File: config.mk
export PLATFORM = sky130hd
export DESIGN_NAME = cache_axi_bridge
export DESIGN_NICKNAME = d
export VERILOG_FILES = /design/src/rtl/cache_axi_bridge.sv
export SDC_FILE = /design/constraint.sdc
export NUM_CORES = 1
export LEC_CHECK = 0
export ABC_AREA = 1
export BUFFER_PORTS_ARGS = -buffer_cell sky130_fd_sc_hd__buf_4
export CAP_MARGIN = 30
export CORE_AREA = 4 4 168 170
export DETAILED_ROUTE_END_ITERATION = 16
export DIE_AREA = 0 0 172 174
export GPL_TIMING_DRIVEN = 0
export PLACE_DENSITY = 0.67
export SYNTH_ARGS = -nofsm -noshare
export SYNTH_HDL_FRONTEND = slang
export SYNTH_SLANG_ARGS = --single-unit
File: constraint.sdc
create_clock -name clk -period 3.6 [get_ports clk]
set_input_delay 0.72 -clock clk [delete_from_list [all_inputs] [get_ports clk]]
set_output_delay 0.72 -clock clk [all_outputs]
set_load 0.1 [all_outputs]
File: src/rtl/cache_axi_bridge.sv
// cache_axi_bridge: adapts the cache refill / write-back port to a 32-bit
// AXI4 master. One read engine and one write engine run independently, each
// with at most one transaction in flight. Read data is never buffered.
module cache_axi_bridge #(
  parameter int         LINE_BYTES = 16,
  parameter logic [3:0] RID        = 4'd0,
  parameter logic [3:0] WID        = 4'd1
) (
  input  logic                    clk,
  input  logic                    resetn,
  // cache read side
  input  logic                    rd_req,
  input  logic [2:0]              rd_type,
  input  logic [31:0]             rd_addr,
  output logic                    rd_rdy,
  output logic                    ret_valid,
  output logic                    ret_last,
  output logic [31:0]             ret_data,
  // cache write side
  input  logic                    wr_req,
  input  logic [2:0]              wr_type,
  input  logic [31:0]             wr_addr,
  input  logic [3:0]              wr_wstrb,
  input  logic [LINE_BYTES*8-1:0] wr_data,
  output logic                    wr_rdy,
  // AXI AR
  output logic [3:0]              arid,
  output logic                    arvalid,
  input  logic                    arready,
  output logic [31:0]             araddr,
  output logic [7:0]              arlen,
  output logic [2:0]              arsize,
  output logic [1:0]              arburst,
  // AXI R
  input  logic [3:0]              rid,
  input  logic                    rvalid,
  output logic                    rready,
  input  logic [31:0]             rdata,
  input  logic [1:0]              rresp,
  input  logic                    rlast,
  // AXI AW
  output logic [3:0]              awid,
  output logic                    awvalid,
  input  logic                    awready,
  output logic [31:0]             awaddr,
  output logic [7:0]              awlen,
  output logic [2:0]              awsize,
  output logic [1:0]              awburst,
  // AXI W
  output logic                    wvalid,
  input  logic                    wready,
  output logic [31:0]             wdata,
  output logic [3:0]              wstrb,
  output logic                    wlast,
  // AXI B
  input  logic [3:0]              bid,
  input  logic                    bvalid,
  output logic                    bready,
  input  logic [1:0]              bresp
);

  localparam int          BEATS     = LINE_BYTES / 4;
  localparam int          CW        = (BEATS > 1) ? $clog2(BEATS) : 1;
  localparam int          OFF       = $clog2(LINE_BYTES);
  localparam logic [31:0] LINE_MASK = ~(32'(LINE_BYTES) - 32'd1);
  localparam logic [7:0]  LINE_LEN  = 8'(BEATS - 1);
  localparam logic [2:0]  T_LINE    = 3'b100;

  typedef enum logic [1:0] {R_IDLE, R_AR, R_DATA} rstate_t;
  typedef enum logic [1:0] {W_IDLE, W_AW, W_DATA, W_B} wstate_t;

  rstate_t r_rstate, w_rstate_nxt;
  wstate_t r_wstate, w_wstate_nxt;

  logic [31:0]             r_raddr;
  logic                    r_rline;
  logic [1:0]              r_rsize;
  logic [31:0]             r_waddr;
  logic                    r_wline;
  logic [1:0]              r_wsize;
  logic [3:0]              r_wstrb;
  logic [LINE_BYTES*8-1:0] r_wdata;
  logic [CW-1:0]           r_wcnt;

  logic       w_hazard;
  logic       w_rd_acc;
  logic       w_wr_acc;
  logic [7:0] w_awlen;
  logic       w_wlast;
  logic       w_unused;

  // Response codes and IDs carry nothing this bridge acts on.
  assign w_unused = ^{rid, rresp, bid, bresp};

  // A read may not overtake a write-back of the same line still in flight.
  assign w_hazard = (r_wstate != W_IDLE) && (rd_addr[31:OFF] == r_waddr[31:OFF]);
  assign w_rd_acc = rd_req && rd_rdy;
  assign w_wr_acc = wr_req && wr_rdy;

  // ---------------- read engine ----------------

  // read FSM state register
  always_ff @(posedge clk or negedge resetn) begin
    if (!resetn) r_rstate <= R_IDLE;
    else         r_rstate <= w_rstate_nxt;
  end

  // capture the accepted read request
  always_ff @(posedge clk or negedge resetn) begin
    if (!resetn) begin
      r_raddr <= '0;
      r_rline <= 1'b0;
      r_rsize <= '0;
    end else if (w_rd_acc) begin
      r_raddr <= rd_addr;
      r_rline <= (rd_type == T_LINE);
      r_rsize <= rd_type[1:0];
    end
  end

  // read next-state and handshake outputs; R beats pass straight to the cache
  always_comb begin
    w_rstate_nxt = r_rstate;
    rd_rdy       = 1'b0;
    arvalid      = 1'b0;
    rready       = 1'b0;
    ret_valid    = 1'b0;
    ret_last     = 1'b0;
    case (r_rstate)
      R_IDLE: begin
        rd_rdy = !w_hazard;
        if (rd_req && !w_hazard) w_rstate_nxt = R_AR;
      end
      R_AR: begin
        arvalid = 1'b1;
        if (arready) w_rstate_nxt = R_DATA;
      end
      R_DATA: begin
        rready    = 1'b1;
        ret_valid = rvalid;
        ret_last  = rvalid && rlast;
        if (rvalid && rlast) w_rstate_nxt = R_IDLE;
      end
      default: w_rstate_nxt = R_IDLE;
    endcase
  end

  assign ret_data = rdata;
  assign arid     = RID;
  assign araddr   = r_rline ? (r_raddr & LINE_MASK) : r_raddr;
  assign arlen    = r_rline ? LINE_LEN : 8'd0;
  assign arsize   = r_rline ? 3'd2 : {1'b0, r_rsize};
  assign arburst  = 2'b01;

  // ---------------- write engine ----------------

  // write FSM state register
  always_ff @(posedge clk or negedge resetn) begin
    if (!resetn) r_wstate <= W_IDLE;
    else         r_wstate <= w_wstate_nxt;
  end

  // capture the accepted write request and step the W beat counter
  always_ff @(posedge clk or negedge resetn) begin
    if (!resetn) begin
      r_waddr <= '0;
      r_wline <= 1'b0;
      r_wsize <= '0;
      r_wstrb <= '0;
      r_wdata <= '0;
      r_wcnt  <= '0;
    end else if (w_wr_acc) begin
      r_waddr <= wr_addr;
      r_wline <= (wr_type == T_LINE);
      r_wsize <= wr_type[1:0];
      r_wstrb <= wr_wstrb;
      r_wdata <= wr_data;
      r_wcnt  <= '0;
    end else if (r_wstate == W_DATA && wready) begin
      r_wcnt  <= w_wlast ? '0 : r_wcnt + CW'(1);
    end
  end

  // write next-state and handshake outputs
  always_comb begin
    w_wstate_nxt = r_wstate;
    wr_rdy       = 1'b0;
    awvalid      = 1'b0;
    wvalid       = 1'b0;
    bready       = 1'b0;
    case (r_wstate)
      W_IDLE: begin
        wr_rdy = 1'b1;
        if (wr_req) w_wstate_nxt = W_AW;
      end
      W_AW: begin
        awvalid = 1'b1;
        if (awready) w_wstate_nxt = W_DATA;
      end
      W_DATA: begin
        wvalid = 1'b1;
        if (wready && w_wlast) w_wstate_nxt = W_B;
      end
      W_B: begin
        bready = 1'b1;
        if (bvalid) w_wstate_nxt = W_IDLE;
      end
      default: w_wstate_nxt = W_IDLE;
    endcase
  end

  assign w_awlen = r_wline ? LINE_LEN : 8'd0;
  assign w_wlast = (r_wstate == W_DATA) && (r_wcnt == w_awlen[CW-1:0]);

  assign awid    = WID;
  assign awaddr  = r_wline ? (r_waddr & LINE_MASK) : r_waddr;
  assign awlen   = w_awlen;
  assign awsize  = r_wline ? 3'd2 : {1'b0, r_wsize};
  assign awburst = 2'b01;
  assign wdata   = r_wdata[{r_wcnt, 5'd0} +: 32];
  assign wstrb   = r_wline ? 4'hF : r_wstrb;
  assign wlast   = w_wlast;

endmodule

==> out/results.ini, run 1 <==
[run_status]
status=finished, final reports clean

[finish]
seq_area_um2=5200
fin_nets=2022
drive_gt1_share_pct=30.9
fill_cells=2534
utilization_pct=54.3
diodes=0
syn_to_final_growth_pct=39.5
multi_input_area_um2=3840

[placement]
place.gp.congestion=0.877
io_buffer_count=360
hpwl_um=27900

[clocking]
post_cts_buffers=0
htree_levels=1
worstSkewPairLatency_ps=510
cts.sinks=208
cts_root_buffer=clkbuf_16
hold_buffers=0
numCtsBuffers=23
clk_pin_slew_ps=60
cts_tree=yes
post_cts_resized=0
clock_tree.buffer_depth=3

[timing]
tightestPinTransition_ps=836
maxSlewHeadroom_pct=44.3
slew_viol_final=0
hold_violations=0
setup_viol=0
post-route-period-util_pct=91.8
fin_skew_ps=16.2
rsz0062_at_grt=no
fmax_mhz=302
setup_tns_ps=0
period_needed_ps=3310

[die]
core_area_um2=26700
rows=60
die-area_um2=29900
io_pins=432
initial_utilization_pct=39.0
die_h_um=174
die_width_um=172

[worst_setup_path]
startpoint=r_wcnt[0]
setup.worst_path.end_class=output port
crit_path_start_kind=flop
worst_r2r_startpoint=r_wstate[1]
crit_arrival_ps=2590
path_max_fanout=10
worst_ep_required_time_ps=2880
worstSetupPathType=reg -> out

[synthesis]
synth_edf_count=0
synth_top_cell_by_area=dfrtp_1
yosys_warnings=0
syn_area_um2=10400
async_flop_share_pct=100
ys_top_cells_by_area=dfrtp_1 (50%), nand2_1 (21%), buf_4 (8.5%), o21ai_0 (4.6%), nor2_1 (3.3%)
yosysMostFrequentCell=nand2_1
ys_ff_latch=208
syn_inst=1352
syn_avg_cell_area_um2=7.70
synthFlopType=dfrtp_1
synth.yosys.seq_area_share_pct=50.0
synth_common_cells=nand2_1 (586), dfrtp_1 (208), buf_4 (118), o21ai_0 (96), nor2_1 (91)
yosysTopAreaCellShare_pct=50.0
yosysUniqueCellTypes=29

[global_route]
antenna_found_initial=1
grt-ovfl-total=0
grtUsageTotal_pct=22.9
grt_pass1_vias=10100
grt_max_degree=108
grt_pass1_wl_um=53900

[route]
dr.pass1.iters=5
post_drt_wl_per_cell_um=16.9
vias_per_cell=4.75
initialDrtViolationCount=707
ant_nets=0
routed_wl_um=35900
drc=0
via_count=10100

[worst_hold_path]
hold_class=in -> async

[job]
cap_violations=0

stage by stage:
| step | hold slack (ps) | worst slack (ps) | area (um2) | std cells |
|---|---|---|---|---|
| after detailed placement | 460 | 808 | 13700 | 2078 |
| after CTS | 285 | 237 | 14500 | 2120 |
| after global routing | 322 | 102 | 14500 | 2120 |
| after global placement | 448 | 270 | 13600 | 2077 |
| after floorplan | 424 | -209 | 10500 | 1376 |
| final | 239 | 294 | 14500 | 2120 |
flip-flops by register name, indices dropped and copies added, names as in the netlist:
name / flops
r_rsize: 2
r_waddr: 32
r_rline: 1
r_wline: 1
r_wdata: 128
r_wstate: 2
r_wcnt: 2
r_rstate: 2
r_wstrb: 4
r_raddr: 32
r_wsize: 2
cell type report:
class,instances,share of cell area [%]
clock inverter,10,1.09
tap,341,2.94
timing repair buffer,361,18.9
buffer,188,8.18
multi-input combinational,907,26.5
clock buffer,32,4.75
inverter,73,1.89
sequential,208,35.8
metal layers:
layer | share of wire [%] | global-route usage (%)
met2 | 49 | 40.1
met4 | 2.4 | 5.96
met3 | 9.4 | 5.55
met5 | 0 | 0
met1 | 39 | 28.1
final timing paths:
check                         endpoint  slack (ps)  cells after the start
hold / removal              r_waddr[1]         240                      1
setup / recovery             wdata[12]         290                      6
setup reg to reg           r_waddr[12]        1270                      8
hold reg to reg             r_rsize[0]         470                      2
min in group clk           r_wdata[84]         400                      3
max in group asynchronous   r_wdata[1]        2290                      2
placed cells by master (no fill, tap or decap), drive strengths merged:
| cell | n |
|---|---|
| nand3 | 4 |
| bufinv | 4 |
| nor4 | 1 |
| or2 | 6 |
| conb | 26 |
| xnor2 | 5 |
| clkinv | 3 |
| nor3 | 4 |
| a21boi | 1 |
| buf | 505 |
| nand4 | 35 |
| nand2 | 587 |
| dfrtp | 208 |
| a32o | 1 |
| o22ai | 34 |
| clkbuf | 76 |
| a31oi | 1 |
| nor2 | 94 |
| inv | 74 |
| nor3b | 1 |
| a21oi | 6 |
| o21ai | 96 |
| xor2 | 1 |
| clkinvlp | 2 |
| ha | 4 |
cell families (layout without fill, tap and decap cells):
kind of cell | Yosys count | after routing | synth area share [%]
compound gates | 139 | 139 | 7.17
simple gates | 732 | 732 | 27.7
flops | 208 | 208 | 50.0
other cells | 2 | 26 | 0.0721
xor+xnor | 6 | 6 | 0.505
buf+inv | 261 | 664 | 14.0
fa+ha+maj | 4 | 4 | 0.481
worst max-delay path, stage by stage, from the launching register on:
cell and delay (ps):
dfrtp_1 410, inv_1 100, clkbuf_1 330, clkbuf_1 440, nor2_1 100, o22ai_1 330, buf_4 360
Power of run 1 is left out: the tool's default activity adds up to more than one toggle a clock period on the data nets, which glitch-free logic cannot reach.
==> run 2: changes to the inputs <==
Settings changed: BUFFER_PORTS_ARGS -buffer_cell sky130_fd_sc_hd__buf_4 to default, CORE_AREA 4 4 168 170 to 4 4 166 168, DIE_AREA 0 0 172 174 to 0 0 170 172, DONT_BUFFER_PORTS from default to 1, PLACE_DENSITY 0.67 to default.
==> run 2 against run 1 <==
Compared with the run above: the run now ends with hold timing left; final area decreased by 9.6%; non-clock buffer count decreased by 308; fmax about the same; routed wire length decreased by 4.6%; clock-buffer cell count rose by 5; via count fell by 11%; hold slack got worse by 330 ps; sequential share of layout area increased by 3.8 points; first-iteration DRC count decreased by 16%; flip-flop and latch count unchanged; cell count shrank 15%; critical path type unchanged; largest cell class unchanged; highest routed layer is now met5.
==> out/results.ini, run 2 (synthesized netlist as in run 1, its figures left out) <==
[clocking]
cts_root_buffer=clkbuf_16
htree_levels=1  ; unchanged
numCtsBuffers=24  ; +4.3%
worstSkewPairLatency_ps=520  ; about the same
post_cts_buffers=0  ; unchanged
post_cts_resized=0  ; unchanged
clk_pin_slew_ps=60  ; about the same
cts.sinks=208  ; unchanged
cts_tree=yes
clock_tree.buffer_depth=3  ; unchanged

[finish]
layout_commonest_cell=nand2_1
fin_nets=1715  ; -15%
syn_to_final_growth_pct=26.1
fill_cells=2496  ; -1.5%
largest_register=r_wdata
top_regs=r_wdata (128), r_raddr (32), r_waddr (32)
diodes=0  ; unchanged
drive_gt1_share_pct=19.0  ; -12 points
layout_common_cells=nand2_1 (586), dfrtp_1 (208), buf_4 (118), o21ai_0 (96), nor2_1 (79)
largest_reg_flops=128  ; unchanged
multi_input_area_um2=4090  ; +6.4%
seq_area_um2=5200  ; unchanged

[timing]
setup_viol=0  ; unchanged
period_needed_ps=3310  ; -0.694 ps
post-route-period-util_pct=91.8  ; about the same
maxSlewHeadroom_pct=41.1  ; -3.1 points
slew_viol_final=0  ; unchanged
hold_violations=208  ; +208
fmax_mhz=303  ; about the same
tightestPinTransition_ps=882  ; +45.7 ps
fin_skew_ps=26.2  ; +9.98 ps
rsz0062_at_grt=no
setup_tns_ps=0  ; unchanged
holdWs_ps=-88.2  ; -327 ps

[die]
die-area_um2=29200  ; -2.3%
initial_utilization_pct=40.2  ; +1.2 points
core_area_um2=25900  ; -3.0%
io_pins=432  ; unchanged
die_width_um=170  ; -1.2%
rows=59  ; -1.7%
die_h_um=172  ; -1.1%

[global_route]
grt_pass1_vias=8944  ; -11%
grt-ovfl-total=0  ; unchanged
antenna_found_initial=1  ; unchanged
grt_max_degree=209  ; +94%
grtUsageTotal_pct=22.0  ; -0.85 points
grt_pass1_wl_um=50700  ; -5.9%

[placement]
io_buffer_count=0  ; -100%
place.gp.congestion=0.880  ; +0.36%
hpwl_um=26000  ; -6.8%

[worst_setup_path]
worst_r2r_startpoint=r_wstate[0]
setup.worst_path.end_class=output port
crit_end=wdata[30]
crit_path_start_kind=flop
crit_arrival_ps=2590  ; about the same
reg2reg_slack_ps=1170  ; -100 ps
rr_worst_depth=8  ; unchanged
path_max_fanout=10  ; unchanged
worstSetupPathType=reg -> out
rr_endpoint=r_wdata[35]
worst_ep_required_time_ps=2880  ; about the same
startpoint=r_wcnt[0]

[route]
ant_nets=0  ; unchanged
via_count=8981  ; -11%
post_drt_wl_per_cell_um=18.9  ; +12%
initialDrtViolationCount=594  ; -16%
dr.pass1.iters=4  ; -1
routed_wl_um=34200  ; -4.6%
vias_per_cell=4.97  ; +4.6%
drc=0  ; unchanged

[job]
cap_violations=0  ; unchanged

[run_status]
status=complete, but fails checks
violations=hold timing

[worst_hold_path]
hold_class=in -> async

run 2: cell types whose count changed in the layout (fill, tap and decap cells not counted), sizes merged:
| cell | delta |
|---|---|
| inv | -1 |
| clkinvlp | -1 |
| clkbuf | +6 |
| bufinv | -3 |
| clkinv | +1 |
| buf | -309 |
run 2: worst min path at each step:
stage           start  cells past startpoint          end
2_1_floorplan  resetn                      0   r_raddr[0]
3_3_place_gp   resetn                      0  r_raddr[19]
3_5_place_dp   resetn                      0  r_raddr[19]
4_1_cts        resetn                      0  r_raddr[19]
5_1_grt        resetn                      0  r_raddr[19]
6_report       resetn                      0  r_raddr[19]
run 2: worst max-delay path: stages (launching register included):
cell and delay, ps:
dfrtp_1 430, inv_1 110, clkbuf_1 380, clkbuf_1 520, nor2_1 110, o22ai_2 320, buf_16 210
run 2: stage by stage:
step           util, %  instance area (um2)  worst slack (ps)  instances
6_report          50.7                13100               294       1807
5_1_grt           50.7                13100               114       1807
4_1_cts           50.6                13100               231       1805
3_5_place_dp      47.6                12300               801       1762
3_3_place_gp      42.2                10900              -590       1711
2_1_floorplan        -                10500              -209       1376
run 2: final cells by class:
class                   instances  share of cell area [%]
plain buffers                 188                    9.05
clock buffers                  37                    5.25
clock inverters                 6                   0.524
inverters                      73                    2.09
multi-input cells             907                    31.1
flip-flops and latches        208                    39.6
well taps                     335                    3.19
repair buffers                 53                    9.13
run 2: layer usage:
layer / track usage (%) / part of all wire [%] / vias up
li1: - / - / 4294
met1: 28.1 / 40 / 4265
met2: 37.8 / 49 / 362
met3: 5.12 / 8.2 / 58
met4: 6.11 / 2.7 / 2
met5: 0 / 0.038 / -
Power of run 2 is left out for the same reason.
